`src/rtl/console_pkg.sv`:
```
// Shared console definitions: serializer states, line-level bit constants
// and the character width used by both the keyboard and console paths.
package console_pkg;

  // Serializer states; PARITY is only visited when CONSOLE_TX_PARITY_EN is defined
  typedef enum logic [2:0] {
    ST_IDLE   = 3'd0,
    ST_START  = 3'd1,
    ST_DATA   = 3'd2,
    ST_PARITY = 3'd3,
    ST_STOP   = 3'd4
  } tx_state_e;

  localparam logic START_BIT = 1'b0;
  localparam logic STOP_BIT  = 1'b1;

  // ASCII character width, shared with the keyboard receive path
  localparam int CHAR_W = 7;

  // Even parity over a full 8-bit data field (1 when the count of ones is odd)
  function automatic logic even_parity(input logic [7:0] data);
    return ^data;
  endfunction

endpackage

```
`src/rtl/console_uart_tx.sv`:
```
// UART frame serializer: baud counter, shift register and state machine.
// Pulls one character per frame through a valid/ready pop handshake.
// Optional feature: CONSOLE_TX_PARITY_EN inserts an even-parity bit before STOP.
module console_uart_tx
  import console_pkg::*;
#(
  parameter int DIV = 10
) (
  input  logic              clk,
  input  logic              rst_n,
  input  logic              pop_valid_i,
  output logic              pop_ready_o,
  input  logic [CHAR_W-1:0] pop_data_i,
  output logic              tx_o,
  output logic              busy_o
);

  localparam int CNT_W = (DIV > 1) ? $clog2(DIV) : 1;
  localparam logic [CNT_W-1:0] CNT_LAST = CNT_W'(DIV - 1);

  tx_state_e        state_q;
  logic [CNT_W-1:0] cnt_q;
  logic [2:0]       bit_q;
  logic [7:0]       shift_q;
  logic             tx_q;
  logic             busy_q;
`ifdef CONSOLE_TX_PARITY_EN
  logic             par_q;
`endif

  logic bit_end;
  assign bit_end = (cnt_q == CNT_LAST);

  // The serializer only accepts a new character between frames
  assign pop_ready_o = (state_q == ST_IDLE);
  assign tx_o        = tx_q;
  assign busy_o      = busy_q;

  // Frame sequencer; the line register follows the state one cycle later
  always_ff @(posedge clk or negedge rst_n) begin
    if (!rst_n) begin
      state_q <= ST_IDLE;
      cnt_q   <= '0;
      bit_q   <= '0;
      shift_q <= '0;
      tx_q    <= STOP_BIT;
      busy_q  <= 1'b0;
`ifdef CONSOLE_TX_PARITY_EN
      par_q   <= 1'b0;
`endif
    end else begin
      case (state_q)
        ST_IDLE: begin
          tx_q  <= STOP_BIT;
          cnt_q <= '0;
          if (pop_valid_i) begin
            shift_q <= {1'b0, pop_data_i};
`ifdef CONSOLE_TX_PARITY_EN
            par_q   <= even_parity({1'b0, pop_data_i});
`endif
            state_q <= ST_START;
            busy_q  <= 1'b1;
          end
        end

        ST_START: begin
          tx_q <= START_BIT;
          if (bit_end) begin
            cnt_q   <= '0;
            bit_q   <= '0;
            state_q <= ST_DATA;
          end else begin
            cnt_q <= cnt_q + 1'b1;
          end
        end

        ST_DATA: begin
          tx_q <= shift_q[0];
          if (bit_end) begin
            cnt_q   <= '0;
            shift_q <= {1'b0, shift_q[7:1]};
            if (bit_q == 3'd7) begin
`ifdef CONSOLE_TX_PARITY_EN
              state_q <= ST_PARITY;
`else
              state_q <= ST_STOP;
`endif
            end else begin
              bit_q <= bit_q + 1'b1;
            end
          end else begin
            cnt_q <= cnt_q + 1'b1;
          end
        end

`ifdef CONSOLE_TX_PARITY_EN
        ST_PARITY: begin
          tx_q <= par_q;
          if (bit_end) begin
            cnt_q   <= '0;
            state_q <= ST_STOP;
          end else begin
            cnt_q <= cnt_q + 1'b1;
          end
        end
`endif

        ST_STOP: begin
          tx_q <= STOP_BIT;
          if (bit_end) begin
            cnt_q   <= '0;
            state_q <= ST_IDLE;
            busy_q  <= 1'b0;
          end else begin
            cnt_q <= cnt_q + 1'b1;
          end
        end

        default: begin
          state_q <= ST_IDLE;
          cnt_q   <= '0;
          tx_q    <= STOP_BIT;
          busy_q  <= 1'b0;
        end
      endcase
    end
  end

endmodule

```
`src/rtl/console_tx_interface.sv`:
```
// Console transmit path: CPU writes 7-bit characters into an inline FIFO,
// which feeds the console_uart_tx serializer driving the UART TX pin.
// Optional feature: CONSOLE_TX_PARITY_EN (even parity bit, 8E1 framing).
module console_tx_interface
  import console_pkg::*;
#(
  parameter int CLK_HZ     = 20_000_000,
  parameter int BAUD       = 115_200,
  parameter int FIFO_DEPTH = 8
) (
  input  logic              clk,
  input  logic              rst_n,
  input  logic              DP_write_en,
  input  logic [CHAR_W-1:0] DP_data,
  input  logic              DP_clear,
  output logic              DP_status,
  output logic              buf_empty,
  output logic              buf_overflow,
  output logic              tx_busy,
  output logic              tx_out
);

  localparam int DIV = CLK_HZ / BAUD;
  localparam int AW  = $clog2(FIFO_DEPTH);

  // Pointers carry one extra wrap bit to tell full from empty
  logic [AW:0]       wr_ptr_q, wr_ptr_d;
  logic [AW:0]       rd_ptr_q, rd_ptr_d;
  logic [CHAR_W-1:0] mem_q [FIFO_DEPTH];

  logic status_q, empty_q, overflow_q;
  logic fifo_full, fifo_empty, full_next, empty_next;
  logic wr_accept, pop_valid, pop_ready, pop_fire;

  // Occupancy from the pre-edge pointers decides acceptance this cycle
  assign fifo_full  = (wr_ptr_q[AW] != rd_ptr_q[AW]) &&
                      (wr_ptr_q[AW-1:0] == rd_ptr_q[AW-1:0]);
  assign fifo_empty = (wr_ptr_q == rd_ptr_q);

  // A flush discards any simultaneous write and withholds the pop
  assign wr_accept = DP_write_en && !DP_clear && !fifo_full;
  assign pop_valid = !fifo_empty && !DP_clear;
  assign pop_fire  = pop_valid && pop_ready;

  // Next pointer values; flush collapses the read pointer onto the write pointer
  always_comb begin
    wr_ptr_d = wr_ptr_q;
    rd_ptr_d = rd_ptr_q;
    if (DP_clear) begin
      rd_ptr_d = wr_ptr_q;
    end else begin
      if (wr_accept) wr_ptr_d = wr_ptr_q + 1'b1;
      if (pop_fire)  rd_ptr_d = rd_ptr_q + 1'b1;
    end
  end

  assign full_next  = (wr_ptr_d[AW] != rd_ptr_d[AW]) &&
                      (wr_ptr_d[AW-1:0] == rd_ptr_d[AW-1:0]);
  assign empty_next = (wr_ptr_d == rd_ptr_d);

  // Pointer and status registers; status reflects occupancy after the edge
  always_ff @(posedge clk or negedge rst_n) begin
    if (!rst_n) begin
      wr_ptr_q   <= '0;
      rd_ptr_q   <= '0;
      status_q   <= 1'b1;
      empty_q    <= 1'b1;
      overflow_q <= 1'b0;
    end else begin
      wr_ptr_q <= wr_ptr_d;
      rd_ptr_q <= rd_ptr_d;
      status_q <= !full_next;
      empty_q  <= empty_next;
      if (DP_clear) begin
        overflow_q <= 1'b0;
      end else if (DP_write_en && fifo_full) begin
        overflow_q <= 1'b1;
      end
    end
  end

  // Character storage; contents need no reset since pointers gate visibility
  always_ff @(posedge clk) begin
    if (wr_accept) begin
      mem_q[wr_ptr_q[AW-1:0]] <= DP_data;
    end
  end

  console_uart_tx #(
    .DIV (DIV)
  ) u_uart_tx (
    .clk         (clk),
    .rst_n       (rst_n),
    .pop_valid_i (pop_valid),
    .pop_ready_o (pop_ready),
    .pop_data_i  (mem_q[rd_ptr_q[AW-1:0]]),
    .tx_o        (tx_out),
    .busy_o      (tx_busy)
  );

  assign DP_status    = status_q;
  assign buf_empty    = empty_q;
  assign buf_overflow = overflow_q;

endmodule

```
`config.mk`:
```
export PLATFORM = sky130hd
export DESIGN_NAME = console_tx_interface
export DESIGN_NICKNAME = d
export VERILOG_FILES = /design/src/rtl/console_pkg.sv /design/src/rtl/console_uart_tx.sv /design/src/rtl/console_tx_interface.sv
export SDC_FILE = /design/constraint.sdc
export NUM_CORES = 1
export LEC_CHECK = 0
export ABC_CLOCK_PERIOD_IN_PS = 3310
export CAP_MARGIN = 15
export CELL_PAD_IN_SITES_DETAIL_PLACEMENT = 1
export CELL_PAD_IN_SITES_GLOBAL_PLACEMENT = 2
export CORE_UTILIZATION = 43
export DETAILED_ROUTE_END_ITERATION = 7
export GPL_TIMING_DRIVEN = 0
export HOLD_SLACK_MARGIN = 0.03
export PLACE_DENSITY = 0.82
export SLEW_MARGIN = 40
export SYNTH_ARGS = -nofsm -noshare
export SYNTH_HDL_FRONTEND = slang
export SYNTH_SLANG_ARGS = --single-unit
```
`constraint.sdc`:
```
create_clock -name clk -period 3.31 [get_ports clk]
set_clock_uncertainty 0.1 [all_clocks]
set_input_delay 0.662 -clock clk [delete_from_list [all_inputs] [get_ports clk]]
set_output_delay 0.662 -clock clk [all_outputs]
set_load 0.03 [all_outputs]
```
## Word level (Yosys, flattened, before mapping)

Memories as Yosys holds them, arrays and structs flattened.
Index checks and enable logic that the tools add are counted.

- Memories: 1
- Output and inout port bits: 5
- Word-level logic and storage cells: 81
- Input bits: 11
- Memory bits (writable): 56
- Flip-flop bits (word level): 35

- Equal/unequal tests: 17
- Reduce and logical (&&, ||, !) cells: 21
- Mux-type cells: 26
- Bitwise gates (word level): 1
- Add/subtract/negate cells: 4

Memory list:

| memory | depth | bits a word | rd ports | clocked after Yosys merged registers in | write ports | RTL line | source |
|---|---|---|---|---|---|---|---|
| mem_q | 8 | 7 | 1 | 0 | 1 | console_tx_interface.sv:29 | `logic [CHAR_W-1:0] mem_q [FIFO_DEPTH];` |

Operator list:

| operator | number |
|---|---|
| 8-bit 2-to-1 mux | 4 |
| 3-bit 2-to-1 mux | 7 |
| 4-bit 2-to-1 mux | 4 |
| 8-bit one-hot mux with 2 select lines | 1 |
| 3-bit one-hot mux with 4 select lines | 1 |
| 4-bit by 1-bit adder with 4-bit output (second input constant) | 2 |
| 8-bit by 1-bit adder with 8-bit output (second input constant) | 1 |
| 4-bit equality test | 2 |
| 8-bit equality test (second input constant) | 1 |
| 2-bit by 1-bit inequality test with 1-bit output (second input constant) | 4 |
| 1-bit logical AND | 7 |
| 3-bit equality test | 2 |
| 3-bit equality test (second input constant) | 2 |
| 1-bit 2-to-1 mux | 6 |
| 3-bit one-hot mux with 2 select lines | 1 |
| 3-bit AND reduction | 2 |
| 2-bit nonzero test | 3 |
| 5-bit AND reduction | 1 |
| 1-bit zero test | 4 |
| 2-bit inequality test (second input constant) | 2 |
| 4-bit AND reduction | 1 |
| 3-bit by 1-bit adder with 3-bit output (second input constant) | 1 |
| 3-bit by 1-bit equality test with 1-bit output (second input constant) | 1 |
| 3-bit by 2-bit equality test with 1-bit output (second input constant) | 1 |
| other kinds (7) | 8 |

## Logic depth before layout (Yosys ltp)

Gate-level depths: netlist of run 1.

- Depth in word-level cells: 9
- Mapped depth: 8
- Depth with buffers taken out: 7

## By module

From an unflattened synthesis of run 1, not the netlist that was laid out.

- Cells, all modules: 291
- Area, all modules: 4,136.5 um2

Modules (own cells, without submodules):

| module | sequential area each (um2) | area each (um2) | instances | cells an instance |
|---|---|---|---|---|
| console_tx_interface | 1,959.4 | 2,926.6 | 1 | 163 |
| console_uart_tx | 576.8 | 1,209.9 | 1 | 128 |

## Worst setup path before layout of run 1

No wires, ideal clock.

- Kind: input to register
- Start point: input port DP_clear
- End point: memory mem_q[0][0], enable pin
- Library setup time: 0.380 ns
- Buffers on the path: 1
- Data arrival time: 2.165 ns
- Stages: 5
- Slack: 0.665 ns
- Data required time: 2.830 ns
- Path through: clkbuf_1 nand2b_1 a41oi_4 or2b_1 nor3_1

- Cells in the longest elaborated chain, start to end: 5

RTL lines:

| item | RTL line | source |
|---|---|---|
| start: declaration | console_tx_interface.sv:15 | `input logic DP_clear,` |
| 1-bit zero test | console_tx_interface.sv:41 | `assign wr_accept = DP_write_en && !DP_clear && !fifo_full;` |
| 1-bit logical AND (2 in a row) | console_tx_interface.sv:41 |  |
| 1-bit 2-to-1 mux | console_tx_interface.sv:84 | `if (wr_accept) begin` |
| 1-bit 2-to-1 mux (not written as such) | console_tx_interface.sv:85 | `mem_q[wr_ptr_q[AW-1:0]] <= DP_data;` |
| end: declaration | console_tx_interface.sv:29 |  |

No other way between the ends.

## Final worst setup path of run 1

- Start point: input port DP_write_en
- End point: memory mem_q[1][0], enable pin

- Cells in the longest elaborated chain, start to end: 4

RTL lines:

| item | RTL line | source |
|---|---|---|
| start: declaration | console_tx_interface.sv:13 | `input logic DP_write_en,` |
| 1-bit logical AND (2 in a row) | console_tx_interface.sv:41 |  |
| 1-bit 2-to-1 mux | console_tx_interface.sv:84 |  |
| 1-bit 2-to-1 mux (not written as such) | console_tx_interface.sv:85 |  |

No other way between the ends.

==> metrics.md, run 1 <==
| Metric | Value |
|---|---|
| Post-DP HPWL | 5763 um |
| Lkg Pwr | 0.001706 uW |
| Die height | 100.9 um |
| Clock Pin Slew Worst Setup and Hold Paths | 100 ps |
| Total GRT Usage | 18.71% |
| Number of max-cap violations | 0 |
| Tcrit/Tclk final | 86.56% |
| Final min period | 2865 ps |
| Power density over the cells | 769.4 nW/um^2 |
| Critical Path RT | 3210 ps |
| Die X | 100.9 um |
| Net Sw Frac | 36.79% |
| CP Class | primary input to flop |
| Syn. warnings | 0 |
| Slowest-stage cell, CP | nor2_1 |
| Final nets | 352 |
| Share of power burned in registers | 41.5% |
| Row count | 35 |
| Reg-to-reg startpoint | wr_ptr_q[2] |
| CP Capture Type | flop |
| Multi-input gate area | 1567 um^2 |
| DP Area | 4536 um^2 |
| Iteration count of the initial detailed-routing pass | 4 |
| Initial antenna violation count | 0 |
| Fin. max-slew vios | 0 |
| Top delay family on crit path | simple AND/OR/NAND/NOR gates |
| # hold bufs at CTS | 0 |
| Actual slew at the worst max-slew pin | 869.9 ps |
| Routability Congestion | 0.7919 |
| Clock sink total | 90 |
| Worst r2r dst | mem_q[1][0] |
| Post-route cell area | 4740 um^2 |
| Async SR Flop Fraction | 37.78% |
| Max Fclk | 0.3490 GHz |
| Nature of the critical path startpoint | primary input |
| Smallest hold slack | 98.46 ps |
| Outcome | complete, no violations |
| Avg Synthesized Cell Area | 13.60 um^2 |
| Buf/Inv on CP | 1 |
| Switching Power | 1342 uW |
| Seq/Total Area, Yosys | 60.36% |
| CP max FO | 7 |
| Crit path largest cell delay | 700 ps |
| Peak supply drop | 378.0 uV |
| I/O pin total | 16 |
| Diode count | 0 |
| Port Buf Inserts | 14 |
| Clock latency at the later pin of the worst-skew pair | 370 ps |
| Internal | 2305 uW |
| Main combinational cell family by area after synthesis | simple AND/OR/NAND/NOR gates |
| Die area | 10,170 um^2 |
| Fin. Hold Viols | 0 |
| Remaining DRCs | 0 |
| Post-synth EDFFs | 56 |
| Area Growth Syn to Fin | 12.81% |
| Cell area after synthesis | 4202 um^2 |
| RSZ-0062 raised after global routing | false |
| First-iteration detailed-routing DRC count | 131 |
| Comb pwr share | 37.9% |
| Setup violators final | 0 |
| WP data arrival | 2760 ps |
| CP Cell Sequence | clkdlybuf4s50_1 > nand2b_1 > a41oi_4 > or2b_1 > nor2_1 |
| Largest net degree at the start of global routing | 21 |
| Post-CTS sizing | 0 |
| Core Region | 9371 um^2 |
| Final total power | 3647 uW |
| Worst R2R Path Depth | 5 |
| Worst hold path class | primary input to asynchronous set/reset pin |
| Vias per inst | 5.341 |
| Post-synthesis mux area share | 11.91% |
| Via count | 2,505 |
| Seq. cell area | 2536 um^2 |
| Simple-Gate Fraction of Synth Area | 11.94% |
| Clock share of power | 20.7% |
| R2R Setup Slk | 650 ps |
| Post-synthesis adder-cell area fraction | 1.787% |
| Max H-tree Level | 3 |
| Yosys cell types | 51 |
| Grt total ovfl | 0 |
| Vias in the first global route | 2,605 |
| Worst relative slew slack | 41.79% |
| Cells after Synth | 309 |
| Fraction of the mapped netlist area in compound gates | 6.313% |
| Total CTS buffers | 9 |
| CTS Root Cell | clkbuf_8 |
| Worst setup path startpoint | DP_write_en |
| First-pass GRT wire length | 13,800 um |
| Starting Density | 44.83% |
| Post-Synth XOR/XNOR Area | 4.973% |
| Fraction of final layout cells sized beyond drive strength 1 | 20.29% |
| Synth Net Count | 326 |
| CTS tree | done |
| Final WS setup | 444.9 ps |
| Postcts setup bufs | 0 |
| Drt total wl | 8284 um |
| Clock Tree Buf Depth | 2 |
| Final ANT Viol Nets | 0 |
| Top_reg_cell synth | edfxtp_1 |
| DR WL/cell | 17.66 um |
| Pre-CTS setup slack | 73.38 ps |
| Yosys reg bits | 90 |
| Fillcell total | 990 |
## stage by stage
stage	util, %	TNS (ps)	instances
2_1_floorplan	-	0	309
3_3_place_gp	48.05	-2234	452
3_5_place_dp	48.40	0	453
4_1_cts	50.52	0	469
5_1_grt	50.57	0	469
6_report	50.57	0	469
## cells in the mapped netlist (2+ instances only)
cell type  number  share of area (%)
a21oi_1        12                1.4
a22oi_1         2               0.36
a31o_2          2               0.42
a31oi_1         3               0.45
and2_1          3               0.45
and4_1          2               0.42
buf_2           4               0.48
buf_4           2               0.36
buf_6           2               0.54
clkbuf_1        8               0.71
dfrtp_1        31                 18
dfstp_2         3                1.9
edfxtp_1       56                 40
ha_1            6                1.8
inv_1           6               0.54
mux2_2          8                2.1
mux2i_1         8                1.9
mux4_2         14                7.5
nand2_1        27                2.4
nand2b_1        3               0.45
nand3_1         2               0.24
nand4_1         5               0.74
nor2_1         24                2.1
nor2b_1         2               0.30
nor3_1         10                1.2
nor3_2          2               0.48
nor4_1          3               0.45
nor4_2          2               0.60
o21ai_0        13                1.5
or3_1           3               0.45
xnor2_1        10                2.1
xor2_1         12                2.5
## area by class of cell
class / count / area share (%)
timing repair buffer: 15 / 3.432
clock inverter: 7 / 1.584
multi-input combinational: 196 / 33.05
clock buffer: 9 / 2.614
buffer: 17 / 1.927
inverter: 6 / 0.4752
tap: 129 / 3.405
sequential: 90 / 53.51
## per-layer routing
| layer | global-route usage, % | part of all wire [%] | wire, um |
|---|---|---|---|
| met1 | 26.08 | 47 | 3892 |
| met2 | 29.50 | 48 | 3983 |
| met3 | 3.537 | 3.4 | 280 |
| met4 | 6.689 | 1.5 | 127 |
| met5 | 0 | 0 | 0 |
## power groups by stage
stage | logic (uW) | registers (uW) | clock network, uW
after detailed placement | 1390 | 1540 | 0
final | 1380 | 1510 | 753
after global routing | 1540 | 1540 | 809
after floorplan | 1040 | 1530 | 0
after CTS | 1400 | 1520 | 779
after global placement | 1350 | 1530 | 0
## how the worst max path moves through the flow
stage / end / slack [ps] / depth (start not counted)
2_1_floorplan: mem_q[0][0] / 660 / 5
3_3_place_gp: mem_q[0][4] / -270 / 5
3_5_place_dp: mem_q[1][4] / 70 / 5
4_1_cts: mem_q[1][0] / 470 / 5
5_1_grt: mem_q[1][0] / 370 / 5
6_report: mem_q[1][0] / 440 / 5
## logic make-up after synthesis
| logic type | count (synthesis) |
|---|---|
| AND/OR/NAND/NOR | 96 |
| flip-flops | 90 |
| AO/OA/AOI/OAI | 40 |
| multiplexers | 31 |
| XOR/XNOR | 23 |
| buffers and inverters | 23 |
| adder cells (fa/ha/maj) | 6 |
## cells in the final DEF (no fill, tap or decap), types with 4 or more instances in the layout
cell type	instances
nor3_2	4
dfrtp_1	31
nand2_1	27
a21oi_1	12
edfxtp_1	56
clkbuf_1	8
o21ai_0	13
xnor2_1	10
xor2_1	12
mux4_2	14
nand4_1	5
nor2_1	22
clkbuf_8	9
ha_1	6
nor3_1	8
clkdlybuf4s50_1	13
inv_1	6
buf_2	5
mux2i_1	8
mux2_2	8
## sequential cells by signal, indices dropped and copies added, names as in the netlist
name               cells
u_uart_tx.tx_o         1
u_uart_tx.state_q      3
u_uart_tx.shift_q      7
DP_status              1
u_uart_tx.bit_q        3
buf_empty              1
mem_q                 56
rd_ptr_q               4
u_uart_tx.cnt_q        8
buf_overflow           1
wr_ptr_q               4
u_uart_tx.busy_o       1
(Power assumes the default switching activity.)
==> inputs of run 2 (changes only) <==
--- a/config.mk
+++ b/config.mk
@@ -9,6 +9,7 @@
 export CAP_MARGIN = 15
 export CELL_PAD_IN_SITES_DETAIL_PLACEMENT = 1
 export CELL_PAD_IN_SITES_GLOBAL_PLACEMENT = 2
+export CORE_MARGIN = 3
 export CORE_UTILIZATION = 43
 export DETAILED_ROUTE_END_ITERATION = 7
 export GPL_TIMING_DRIVEN = 0
==> run 2 against run 1 <==
Effect of this change:
- sequential share of layout area is 0.11 points higher
- power grew 1.5%
- largest power group unchanged
- critical endpoint is now mem_q[3][1]
- clock-buffer cell count unchanged
==> metrics.md, run 2 (synthesis gave the netlist of run 1 again) <==
| Metric | Value |
|---|---|
| Share of power burned in registers | 40.9% |
| RSZ-0062 raised after global routing | false |
| Number of flip-flops in the largest register | 56 |
| Switching Power | 1324 uW |
| Crit path largest cell delay | 620 ps |
| Diode count | 0 |
| CP max FO | 7 |
| Final nets | 351 |
| Fin. Hold Viols | 0 |
| Post-CTS sizing | 0 |
| CP Class | primary input to flop |
| Post-layout util | 50.47% |
| Total CTS buffers | 9 |
| Clock sink total | 90 |
| Max Fclk | 0.3548 GHz |
| Seq. cell area | 2536 um^2 |
| Peak supply drop | 396.9 uV |
| Die X | 104.9 um |
| WP data arrival | 2700 ps |
| I/O pin total | 16 |
| Via count | 2,480 |
| Outcome | complete, no violations |
| Vias per inst | 5.299 |
| Row count | 35 |
| Die height | 104.9 um |
| Most common cell after layout, fill and taps aside | edfxtp_1 |
| Final WS setup | 491.6 ps |
| Fraction of final layout cells sized beyond drive strength 1 | 20.35% |
| Iteration count of the initial detailed-routing pass | 4 |
| Max H-tree Level | 3 |
| Final ANT Viol Nets | 0 |
| Comb pwr share | 37.4% |
| Worst hold path class | primary input to asynchronous set/reset pin |
| First-iteration detailed-routing DRC count | 140 |
| Fin. max-slew vios | 0 |
| DR WL/cell | 18.07 um |
| Clock share of power | 21.8% |
| Smallest hold slack | 146.8 ps |
| Final min period | 2818 ps |
| Clock latency at the later pin of the worst-skew pair | 360 ps |
| Critical Path RT | 3190 ps |
| Internal | 2375 uW |
| Pre-CTS setup slack | 73.31 ps |
| Post-DP HPWL | 5885 um |
| Power density over the cells | 782.2 nW/um^2 |
| Area Growth Syn to Fin | 12.57% |
| Commonest non-fill, non-tap cells in the layout | edfxtp_1, dfrtp_1, nand2_1 |
| Worst relative slew slack | 47.66% |
| Setup violators final | 0 |
| Postcts setup bufs | 0 |
| Vias in the first global route | 2,698 |
| Fillcell total | 990 |
| Grt total ovfl | 0 |
| # hold bufs at CTS | 0 |
| CP Capture Type | flop |
| CP Cell Sequence | clkdlybuf4s50_1 > nand2b_1 > a41oi_4 > or2b_1 > nor2_1 |
| Starting Density | 44.83% |
| Routability Congestion | 0.7775 |
| Die area | 10,990 um^2 |
| Tcrit/Tclk final | 85.15% |
| Core Region | 9371 um^2 |
| Clock Tree Buf Depth | 2 |
| CTS tree | done |
| Multi-input gate area | 1569 um^2 |
| Lkg Pwr | 0.001705 uW |
| Number of max-cap violations | 0 |
| First-pass GRT wire length | 14,330 um |
| Remaining DRCs | 0 |
| Total GRT Usage | 16.87% |
| Initial antenna violation count | 0 |
| Net Sw Frac | 35.79% |
| Port Buf Inserts | 14 |
| Nature of the critical path startpoint | primary input |
| CTS Root Cell | clkbuf_8 |
| Clock Pin Slew Worst Setup and Hold Paths | 100 ps |
| Slowest-stage cell, CP | nor2_1 |
| Drt total wl | 8457 um |
| Total negative slack | 0 ps |
| Actual slew at the worst max-slew pin | 782.2 ps |
| Largest net degree at the start of global routing | 35 |
[run 2: worst paths after layout]
path / start / to / slack, ps / cells after the start
setup / recovery: DP_write_en / mem_q[3][1] / 490 / 5
hold / removal: rst_n / u_uart_tx.bit_q[2] / 150 / 1
setup reg to reg: wr_ptr_q[2] / mem_q[3][1] / 730 / 5
hold reg to reg: u_uart_tx.shift_q[0] / u_uart_tx.tx_o / 390 / 2
max in group asynchronous: rst_n / DP_status / 2610 / 1
min in group clk: u_uart_tx.shift_q[0] / u_uart_tx.tx_o / 390 / 2
[run 2: cell type report]
class	count	share of cell area, %
timing repair buffer	14	2.910
multi-input combinational	196	33.17
clock inverter	7	1.852
sequential	90	53.62
clock buffer	9	2.619
tap	129	3.413
inverter	6	0.4762
buffer	17	1.931
[run 2: per-layer routing]
layer	up-vias	wire, um	global-route usage (%)
li1	1192	-	-
met1	1254	4046	23.87
met2	26	4030	26.67
met3	8	289	3.274
met4	0	91	4.780
met5	-	0	0
[run 2: power by group through the flow]
stage,clock [uW],combinational [uW],sequential (uW)
global route,871,1550,1540
finish,805,1380,1510
floorplan,0,1040,1530
global placement,0,1350,1530
CTS,827,1400,1520
detailed placement,0,1390,1540
[run 2: through the flow]
step | cells | area [um^2] | total power (uW)
finish | 468 | 4730 | 3700
global route | 468 | 4730 | 3956
CTS | 468 | 4722 | 3738
detailed placement | 452 | 4511 | 2931
global placement | 452 | 4503 | 2875
floorplan | 309 | 4202 | 2577
[run 2: worst max-delay path, delay by kind of cell]
kind,cells,cell delay [ps]
simple gates,3,1140
buf+inv,1,540
compound gates,1,360
==> inputs of run 3 (changes only) <==
--- a/config.mk
+++ b/config.mk
@@ -15,6 +15,7 @@
 export GPL_TIMING_DRIVEN = 0
 export HOLD_SLACK_MARGIN = 0.03
 export PLACE_DENSITY = 0.82
+export SKIP_LAST_GASP = 1
 export SLEW_MARGIN = 40
 export SYNTH_ARGS = -nofsm -noshare
 export SYNTH_HDL_FRONTEND = slang
==> results of run 3 <==
No change in the layout: final DEF, timing and power equal those of run 2.
